## src/rtl/microcode_loader.sv

```systemverilog
// Boot-time loader and write arbiter for the horizontal microcode store.
// Streams DEPTH words plus one checksum beat, then forwards kernel MMIO writes to the single store write port.
module microcode_loader #(
  parameter int WIDTH  = 19,
  parameter int DEPTH  = 64,
  parameter int ADDR_W = $clog2(DEPTH)
) (
  input  logic              clk_i,
  input  logic              rst_i,
  input  logic              load_valid_i,
  input  logic [WIDTH-1:0]  load_data_i,
  output logic              load_ready_o,
  input  logic              reload_i,
  input  logic              kwr_req_i,
  input  logic [ADDR_W-1:0] kwr_addr_i,
  input  logic [WIDTH-1:0]  kwr_data_i,
  output logic              kwr_ack_o,
  output logic              mc_we_o,
  output logic [ADDR_W-1:0] mc_waddr_o,
  output logic [WIDTH-1:0]  mc_wdata_o,
  output logic              core_run_o,
  output logic              done_o,
  output logic              error_o
);

  typedef enum logic [2:0] {
    S_IDLE,
    S_LOAD,
    S_CHECK,
    S_READY,
    S_ERROR
  } state_t;

  // The count is one bit wider than the address so it can reach DEPTH.
  localparam logic [ADDR_W:0] LAST_IDX = (ADDR_W + 1)'(DEPTH - 1);

  state_t              r_state, w_state_nxt;
  logic [ADDR_W:0]     r_count, w_count_nxt;
  logic [WIDTH-1:0]    r_sum, w_sum_nxt;
  logic                w_accept;
  logic                w_load_wr;
  logic                w_wr_en;
  logic [ADDR_W-1:0]   w_wr_addr;
  logic [WIDTH-1:0]    w_wr_data;

  assign load_ready_o = (r_state == S_LOAD) || (r_state == S_CHECK);
  assign w_accept     = load_valid_i & load_ready_o;
  assign kwr_ack_o    = kwr_req_i & (r_state == S_READY) & ~reload_i;
  assign core_run_o   = (r_state == S_READY);
  assign done_o       = (r_state == S_READY);
  assign error_o      = (r_state == S_ERROR);

  // NOTE: every signal gets a default before any branch, so no path can infer a latch.
  always_comb begin
    w_state_nxt = r_state;
    w_count_nxt = r_count;
    w_sum_nxt   = r_sum;
    w_load_wr   = 1'b0;
    if (reload_i && (r_state != S_IDLE)) begin
      w_state_nxt = S_LOAD;
      w_count_nxt = '0;
      w_sum_nxt   = '0;
    end else begin
      unique case (r_state)
        S_IDLE: begin
          w_state_nxt = S_LOAD;
          w_count_nxt = '0;
          w_sum_nxt   = '0;
        end
        S_LOAD: begin
          if (w_accept) begin
            w_load_wr   = 1'b1;
            w_sum_nxt   = r_sum + load_data_i;
            w_count_nxt = r_count + 1'b1;
            if (r_count == LAST_IDX) w_state_nxt = S_CHECK;
          end
        end
        S_CHECK: begin
          if (w_accept) w_state_nxt = (load_data_i == r_sum) ? S_READY : S_ERROR;
        end
        default: ;
      endcase
    end
  end

  // Load beats and kernel acks are exclusive by state, so one mux suffices.
  assign w_wr_en   = w_load_wr | kwr_ack_o;
  assign w_wr_addr = w_load_wr ? r_count[ADDR_W-1:0] : kwr_addr_i;
  assign w_wr_data = w_load_wr ? load_data_i : kwr_data_i;

  // NOTE: sequential state uses non-blocking assignments so all registers update together.
  always_ff @(posedge clk_i or posedge rst_i) begin
    if (rst_i) begin
      r_state <= S_IDLE;
      r_count <= '0;
      r_sum   <= '0;
    end else begin
      r_state <= w_state_nxt;
      r_count <= w_count_nxt;
      r_sum   <= w_sum_nxt;
    end
  end

  always_ff @(posedge clk_i or posedge rst_i) begin
    if (rst_i) begin
      mc_we_o    <= 1'b0;
      mc_waddr_o <= '0;
      mc_wdata_o <= '0;
    end else begin
      mc_we_o <= w_wr_en;
      if (w_wr_en) begin
        mc_waddr_o <= w_wr_addr;
        mc_wdata_o <= w_wr_data;
      end
    end
  end

endmodule

```

## config.mk

```make
export PLATFORM = sky130hd
export DESIGN_NAME = microcode_loader
export DESIGN_NICKNAME = d
export VERILOG_FILES = /design/src/rtl/microcode_loader.sv
export SDC_FILE = /design/constraint.sdc
export NUM_CORES = 1
export LEC_CHECK = 0
export ABC_AREA = 1
export BUFFER_PORTS_ARGS = -buffer_cell sky130_fd_sc_hd__buf_2
export CAP_MARGIN = 5
export CORE_AREA = 2 2 98 100
export CTS_CLUSTER_DIAMETER = 50
export DETAILED_ROUTE_END_ITERATION = 6
export DIE_AREA = 0 0 100 102
export GPL_TIMING_DRIVEN = 0
export HOLD_SLACK_MARGIN = 0.03
export PLACE_DENSITY = 0.72
export RECOVER_POWER = 100
export SLEW_MARGIN = 5
export SYNTH_ARGS = -nofsm -noshare
export SYNTH_HDL_FRONTEND = slang
export SYNTH_SLANG_ARGS = --single-unit
```

## constraint.sdc

```tcl
create_clock -name clk_i -period 2.2 [get_ports clk_i]
set_input_delay 0.55 -clock clk_i [delete_from_list [all_inputs] [get_ports clk_i]]
set_output_delay 0.55 -clock clk_i [all_outputs]
set_load 0.02 [all_outputs]
```

==> flow_summary.ini, run 1 <==
[global_route]
track_usage_pct = 18.87
global_route_wire_length_before_repair_um = 15410
antenna_found_initial = 0
grt_start_max_net_pins = 32
grt.overflow.total = 0
first_global_vias = 3234

[sta]
final-hold-violation-count = 0
drv_slew = 0
post-route-min-period_ps = 2120
hold_ws_ps = 418.9
timing.max_slew.rel_slack_pct = 36.80
fin_crit_sh_pct = 96.38
fmax_mhz = 471.6
timing_worst_slew_pin_value_ps = 947.0
post_route_skew_ps = 12.25
setup_viol = 0

[clocking]
cts.clk_slew.worst_paths_ps = 110
ctsHtreeMaxLevel = 2
clk_root_buffer_cell = sky130_fd_sc_hd__clkbuf_8
clock_path_buffers = 2
cts-hold-fix-buffers = 0
cts_inserted_buffers = 5
insertion_delay_to_the_later_sink_of_the_worst_skew_pair_ps = 310
clock_tree_from_tritoncts = done
cts_num_sinks = 55

[critical_path]
timing.critical_path.arrival_ps = 1570
worst_path_most_repeated_cell = sky130_fd_sc_hd__inv_2
critical_path_launch_point = r_state[1]
r2r_setup_slack_ps = 190
timing.critical_path.to_type = output pin
worst_setup_path_endpoint = kwr_ack_o
highest_net_fanout_along_the_worst_path = 10
reg2reg_depth = 9
timing_worst_setup_path_type = reg -> out
regToRegEndpoint = mc_waddr_o[2]
critical_path.cell_chain = inv_2, nor3_4, nand3_4, inv_2, buf_6, buf_4
r2r_start = r_state[2]
worst_ep_required_time_ps = 1650
critical-path-max-stage-delay_ps = 390
critPathSlowestCell = sky130_fd_sc_hd__dfrtp_1
start_kind = flop

[layout]
n_fill_cell = 959
finalInstanceArea_mm2 = 0.004219
most-common-layout-cells = sky130_fd_sc_hd__nand2_1 (180), sky130_fd_sc_hd__dfrtp_1 (55), sky130_fd_sc_hd__buf_2 (53), sky130_fd_sc_hd__nand3_1 (52), sky130_fd_sc_hd__nor2_1 (45)
layout.cells.most_common = sky130_fd_sc_hd__nand2_1
area_taken_by_multi_input_logic_gates_mm2 = 0.001923
final_layout_size_suffix_gt1_share_pct = 15.76
final_cell_utilization_of_the_core_pct = 46.32
finalNetCount = 658
area_taken_by_flip_flops_and_latches_mm2 = 0.001376
fin_cells = 701
insertedDiodeCount = 0
area.growth.synth_to_final_pct = 17.25

[drt]
drc = 0
via_density_per_instance = 4.843
postRouteAntennaNets = 0
drt_pre_antenna_iters = 4
route.vias.total = 3395
detail_route.wirelength_um = 9333
initialDrtViolationCount = 104
avgRoutedWirePerCell_um = 13.31

[placement]
io_buffers = 79
finalWeightedCongestion = 0.9014
placed_cell_area_mm2 = 0.004153
dp_cells = 685
dp.final_hpwl_um = 7258

[status]
outcome = completed

[power]
seq_power_share_pct = 34.1
power.share.combinational_pct = 53.0
power_leakage_nw = 2.250
clock_power_share_pct = 12.9
switching_share_pct = 47.42
pwr_density_cell_mw_per_mm2 = 1073
vdd_ir_drop_max_mv = 0.5490
finalPower_mw = 4.526
p_sw_mw = 2.147
design_internal_power_mw = 2.380

[synth]
netlist_instances = 494
mappedNetlistArea_mm2 = 0.003598
synth_fp_nets = 563
synth.ff_latch_count = 55
portion_of_the_post_synthesis_area_used_by_sequential_elements_pct = 38.25
yosys_warnings = 0
yosys.cell_types.count = 31
synth.avg_cell_area_um2 = 7.284

[min_path]
hold_path.class = in -> async

[die]
ios = 80
dieWidth_um = 100
die_h_um = 102
core-area_mm2 = 0.009109
start_util_pct = 39.51
row_count = 35
area_of_the_die_mm2 = 0.01020

[job]
maxCapViolCount = 0
cell families after synthesis:
kind of cell / after synthesis / share of synthesized area [%]
compound gates: 53 / 8.902
xor+xnor: 10 / 2.434
buf+inv: 59 / 7.475
simple gates: 297 / 35.78
flops: 55 / 38.25
fa+ha+maj: 20 / 7.163
sequential cells by signal (all words and copies together) (netlist names):
signal / count
mc_waddr_o: 6
mc_wdata_o: 19
mc_we_o: 1
r_count: 7
r_state: 3
r_sum: 19
Yosys cell counts:
library cell / number / area share (%)
sky130_fd_sc_hd__buf_2: 5 / 0.70
sky130_fd_sc_hd__nand3_4: 2 / 0.97
sky130_fd_sc_hd__inv_2: 7 / 0.73
sky130_fd_sc_hd__o21ai_4: 1 / 0.45
sky130_fd_sc_hd__fa_1: 1 / 0.56
sky130_fd_sc_hd__nand2_1: 179 / 19
sky130_fd_sc_hd__a31oi_1: 1 / 0.17
sky130_fd_sc_hd__nand2_4: 2 / 0.63
sky130_fd_sc_hd__o21ai_0: 13 / 1.8
sky130_fd_sc_hd__nand3b_1: 3 / 0.63
sky130_fd_sc_hd__nor2_1: 44 / 4.6
sky130_fd_sc_hd__nand4_1: 2 / 0.35
sky130_fd_sc_hd__nor3_4: 1 / 0.45
sky130_fd_sc_hd__buf_6: 4 / 1.3
sky130_fd_sc_hd__nor2_4: 1 / 0.31
sky130_fd_sc_hd__o21ai_1: 3 / 0.42
sky130_fd_sc_hd__ha_1: 19 / 6.6
sky130_fd_sc_hd__nor3_1: 10 / 1.4
sky130_fd_sc_hd__inv_1: 40 / 4.2
sky130_fd_sc_hd__nand3b_4: 1 / 0.56
sky130_fd_sc_hd__o31ai_1: 1 / 0.21
sky130_fd_sc_hd__a22o_1: 2 / 0.49
sky130_fd_sc_hd__a21oi_1: 19 / 2.6
sky130_fd_sc_hd__o22ai_1: 6 / 1.0
sky130_fd_sc_hd__o21ai_2: 6 / 1.5
sky130_fd_sc_hd__nand3_1: 52 / 7.2
sky130_fd_sc_hd__o211ai_1: 1 / 0.21
sky130_fd_sc_hd__dfrtp_1: 55 / 38
sky130_fd_sc_hd__buf_4: 3 / 0.63
sky130_fd_sc_hd__xor2_1: 9 / 2.2
sky130_fd_sc_hd__xnor2_1: 1 / 0.24
per-stage QoR:
| step | setup slack (ps) | setup TNS, ps |
|---|---|---|
| final | 79.73 | 0 |
| after detailed placement | -68.35 | -201.7 |
| after CTS | 1.268 | 0 |
| after global routing | -13.30 | -13.30 |
| after global placement | -507.7 | -28000 |
| after floorplan | 293.3 | 0 |
metal layers:
layer | wire length, um | up-vias | GRT usage, %
met4 | 73 | 0 | 4.215
li1 | - | 1786 | -
met3 | 355 | 6 | 3.010
met5 | 0 | - | 0
met1 | 4361 | 1539 | 24.25
met2 | 4543 | 64 | 33.68
worst min-delay path by stage:
stage / cells after the start / slack, ps / end / startpoint
2_1_floorplan: 2 / 450 / r_sum[8] / r_sum[8]
3_3_place_gp: 2 / 460 / mc_wdata_o[6] / mc_wdata_o[6]
3_5_place_dp: 2 / 460 / mc_wdata_o[11] / mc_wdata_o[11]
4_1_cts: 2 / 290 / mc_we_o / rst_i
5_1_grt: 3 / 440 / mc_wdata_o[17] / kwr_data_i[17]
6_report: 2 / 420 / mc_we_o / rst_i
final cells by class:
class	instances	share of cell area, %
Tap cell	111	3.292
Sequential cell	55	32.62
Inverter	47	4.181
Clock buffer	5	1.631
Multi-Input combinational cell	380	45.58
Timing Repair Buffer	88	10.20
Buffer	12	1.957
Clock inverter	3	0.5338
worst max-delay path: cells and delay by family, from the launching register on:
| kind | cells | cell delay, ps |
|---|---|---|
| simple gates | 2 | 380 |
| flops | 1 | 390 |
| buf+inv | 4 | 500 |
power by group through the flow:
stage	combinational (mW)	clock, mW	sequential [mW]
2_1_floorplan	1.49	0	1.83
3_3_place_gp	2.42	0	1.56
3_5_place_dp	2.47	0	1.57
4_1_cts	2.52	0.606	1.54
5_1_grt	2.71	0.646	1.58
6_report	2.40	0.585	1.54
what timing repair did:
| action | CTS | global route |
|---|---|---|
| pin swaps | 2 | 2 |
| gates resized for setup | 2 | 1 |
| buffers inserted | 2 | 6 |
| endpoints found under the setup margin | 1 | 1 |
Note: power is estimated with default switching activity, not from simulation.
==> run 2, diff against run 1 <==
--- a/config.mk
+++ b/config.mk
@@ -8,13 +8,13 @@
 export ABC_AREA = 1
 export BUFFER_PORTS_ARGS = -buffer_cell sky130_fd_sc_hd__buf_2
 export CAP_MARGIN = 5
-export CORE_AREA = 2 2 98 100
+export CORE_AREA = 2 2 121 123
 export CTS_CLUSTER_DIAMETER = 50
 export DETAILED_ROUTE_END_ITERATION = 6
-export DIE_AREA = 0 0 100 102
+export DIE_AREA = 0 0 123 125
 export GPL_TIMING_DRIVEN = 0
 export HOLD_SLACK_MARGIN = 0.03
-export PLACE_DENSITY = 0.72
+export PLACE_DENSITY = 0.55
 export RECOVER_POWER = 100
 export SLEW_MARGIN = 5
 export SYNTH_ARGS = -nofsm -noshare
==> run 2 against run 1 <==
Wire length rose by 9.2%. Sequential power barely moved. Worst setup slack improved by 52 ps. Global-route usage fell by 4.9 points. Core utilization fell by 16 points. Sequential cell count did not move. Critical path depth did not move. Largest power group unchanged. Sequential share of layout area fell by 0.91 points. Register-to-register slack got worse by 30 ps. First-iteration DRC count rose by 48%.
==> flow_summary.ini, run 2 (synthesis gave the netlist of run 1 again) <==
[min_path]
hold_path.class = in -> reg
hold_start = kwr_data_i[15]
min_delay_worst_endpoint = mc_wdata_o[15]
worst_hold_path.num_cells = 3

[layout]
final_layout_size_suffix_gt1_share_pct = 15.21
area_taken_by_flip_flops_and_latches_mm2 = 0.001378
reg.largest.list = mc_wdata_o x19, r_sum x19, r_count x7
most-common-layout-cells = sky130_fd_sc_hd__nand2_1 (180), sky130_fd_sc_hd__dfrtp_1 (54), sky130_fd_sc_hd__buf_2 (53), sky130_fd_sc_hd__nand3_1 (52), sky130_fd_sc_hd__nor2_1 (45)
n_fill_cell = 1563
layout.cells.most_common = sky130_fd_sc_hd__nand2_1
area_taken_by_multi_input_logic_gates_mm2 = 0.001923
area.growth.synth_to_final_pct = 20.72
finalNetCount = 653

[critical_path]
worst_path_most_repeated_cell = sky130_fd_sc_hd__inv_2
critical-path-max-stage-delay_ps = 380
critPathSlowestCell = sky130_fd_sc_hd__dfrtp_1
regToRegEndpoint = r_sum[8]
reg2reg_depth = 8
worst_ep_required_time_ps = 1650
r2r_setup_slack_ps = 160
start_kind = flop
critical_path.cell_chain = inv_2, nor3_4, nand3_4, inv_2, buf_6, clkbuf_2
timing.critical_path.to_type = output pin
timing.critical_path.arrival_ps = 1520
r2r_start = r_sum[0]
timing_worst_setup_path_type = reg -> out
highest_net_fanout_along_the_worst_path = 10

[clocking]
clock_tree_from_tritoncts = done
cts_num_sinks = 55
clk_root_buffer_cell = sky130_fd_sc_hd__clkbuf_16
clock_path_buffers = 2
cts.clk_slew.worst_paths_ps = 80
ctsHtreeMaxLevel = 2
cts-hold-fix-buffers = 0
cts_inserted_buffers = 5
insertion_delay_to_the_later_sink_of_the_worst_skew_pair_ps = 300

[global_route]
antenna_found_initial = 1
first_global_vias = 3518
grt.overflow.total = 0
track_usage_pct = 13.93
global_route_wire_length_before_repair_um = 17050
grt_start_max_net_pins = 29

[power]
finalPower_mw = 4.762
pwr_density_cell_mw_per_mm2 = 1096
power_leakage_nw = 2.258
vdd_ir_drop_max_mv = 0.5099

[placement]
dp.final_hpwl_um = 7875
io_buffers = 79
finalWeightedCongestion = 0.8719

[die]
area_of_the_die_mm2 = 0.01538
ios = 80
row_count = 44
die_h_um = 125
dieWidth_um = 123
core-area_mm2 = 0.01420
start_util_pct = 25.33

[sta]
timing_worst_slew_pin_value_ps = 1179
rsz_0062_raised_after_global_routing = false
totalNegativeSetupSlack_ps = 0
fmax_mhz = 483.5
post_route_skew_ps = 8.613
drv_slew = 0
timing.max_slew.rel_slack_pct = 21.33
final-hold-violation-count = 0
setup_viol = 0
post-route-min-period_ps = 2068
fin_crit_sh_pct = 94.02

[drt]
detail_route.wirelength_um = 10200
avgRoutedWirePerCell_um = 13.24
route.vias.total = 3453
postRouteAntennaNets = 0
drt_pre_antenna_iters = 4
initialDrtViolationCount = 154
via_density_per_instance = 4.484
drc = 0

[status]
outcome = completed

[job]
maxCapViolCount = 0
==> run 2: cell type report <==
cell class | instances | share of cell area [%]
timing repair buffer | 83 | 9.303
buffer | 12 | 1.815
tap | 184 | 5.300
sequential | 55 | 31.71
multi-input combinational | 380 | 44.27
clock inverter | 3 | 0.6048
antenna | 1 | 0.05760
clock buffer | 5 | 2.880
inverter | 47 | 4.061
==> run 2: metrics by stage <==
| step | setup slack [ps] | std cells | utilization, % | cell area (um2) | hold WS [ps] |
|---|---|---|---|---|---|
| final | 131.5 | 770 | 30.58 | 4344 | 460.4 |
| after global routing | 14.95 | 769 | 30.57 | 4342 | 471.3 |
| after CTS | 92.49 | 769 | 31.14 | 4423 | 349.5 |
| after detailed placement | -93.26 | 758 | 29.88 | 4244 | 467.4 |
| after global placement | -673.2 | 757 | 29.74 | 4224 | 458.7 |
| after floorplan | 293.3 | 494 | - | 3598 | 453.0 |
==> run 2: how the worst max path moves through the flow <==
stage | startpoint | endpoint | slack (ps) | depth (start not counted)
floorplan | load_data_i[0] | r_sum[16] | 290 | 10
global placement | rst_i | mc_wdata_o[5] | -670 | 2
detailed placement | load_data_i[0] | r_sum[8] | -90 | 9
CTS | r_state[1] | kwr_ack_o | 90 | 6
global route | r_state[1] | mc_wdata_o[7] | 10 | 9
finish | r_state[1] | kwr_ack_o | 130 | 6
==> run 2: metal layers <==
| metal | routed length [um] | up-vias | GRT usage [%] |
|---|---|---|---|
| li1 | - | 1781 | - |
| met1 | 4704 | 1575 | 17.80 |
| met2 | 4739 | 86 | 23.37 |
| met3 | 584 | 11 | 2.965 |
| met4 | 167 | 0 | 4.345 |
| met5 | 0 | - | 0 |
==> run 2: what timing repair did <==
action                                  in CTS  in global routing
setup buffers                                3                  0
endpoints found under the setup margin       1                  0
gates resized for setup                      3                  0
==> run 2: critical path, delay by kind of cell (launching register included) <==
family        cells  cell delay [ps]
flops             1              380
buf+inv           4              500
simple gates      2              330
==> run 2: power breakdown <==
part / switching [mW] / internal [mW] / leakage [nW] / total, mW
Combinational: 1.59 / 0.764 / 1.46 / 2.35
Sequential: 0.206 / 1.35 / 0.718 / 1.56
Clock: 0.415 / 0.434 / 0.0748 / 0.849
Total: 2.21 / 2.55 / 2.26 / 4.76
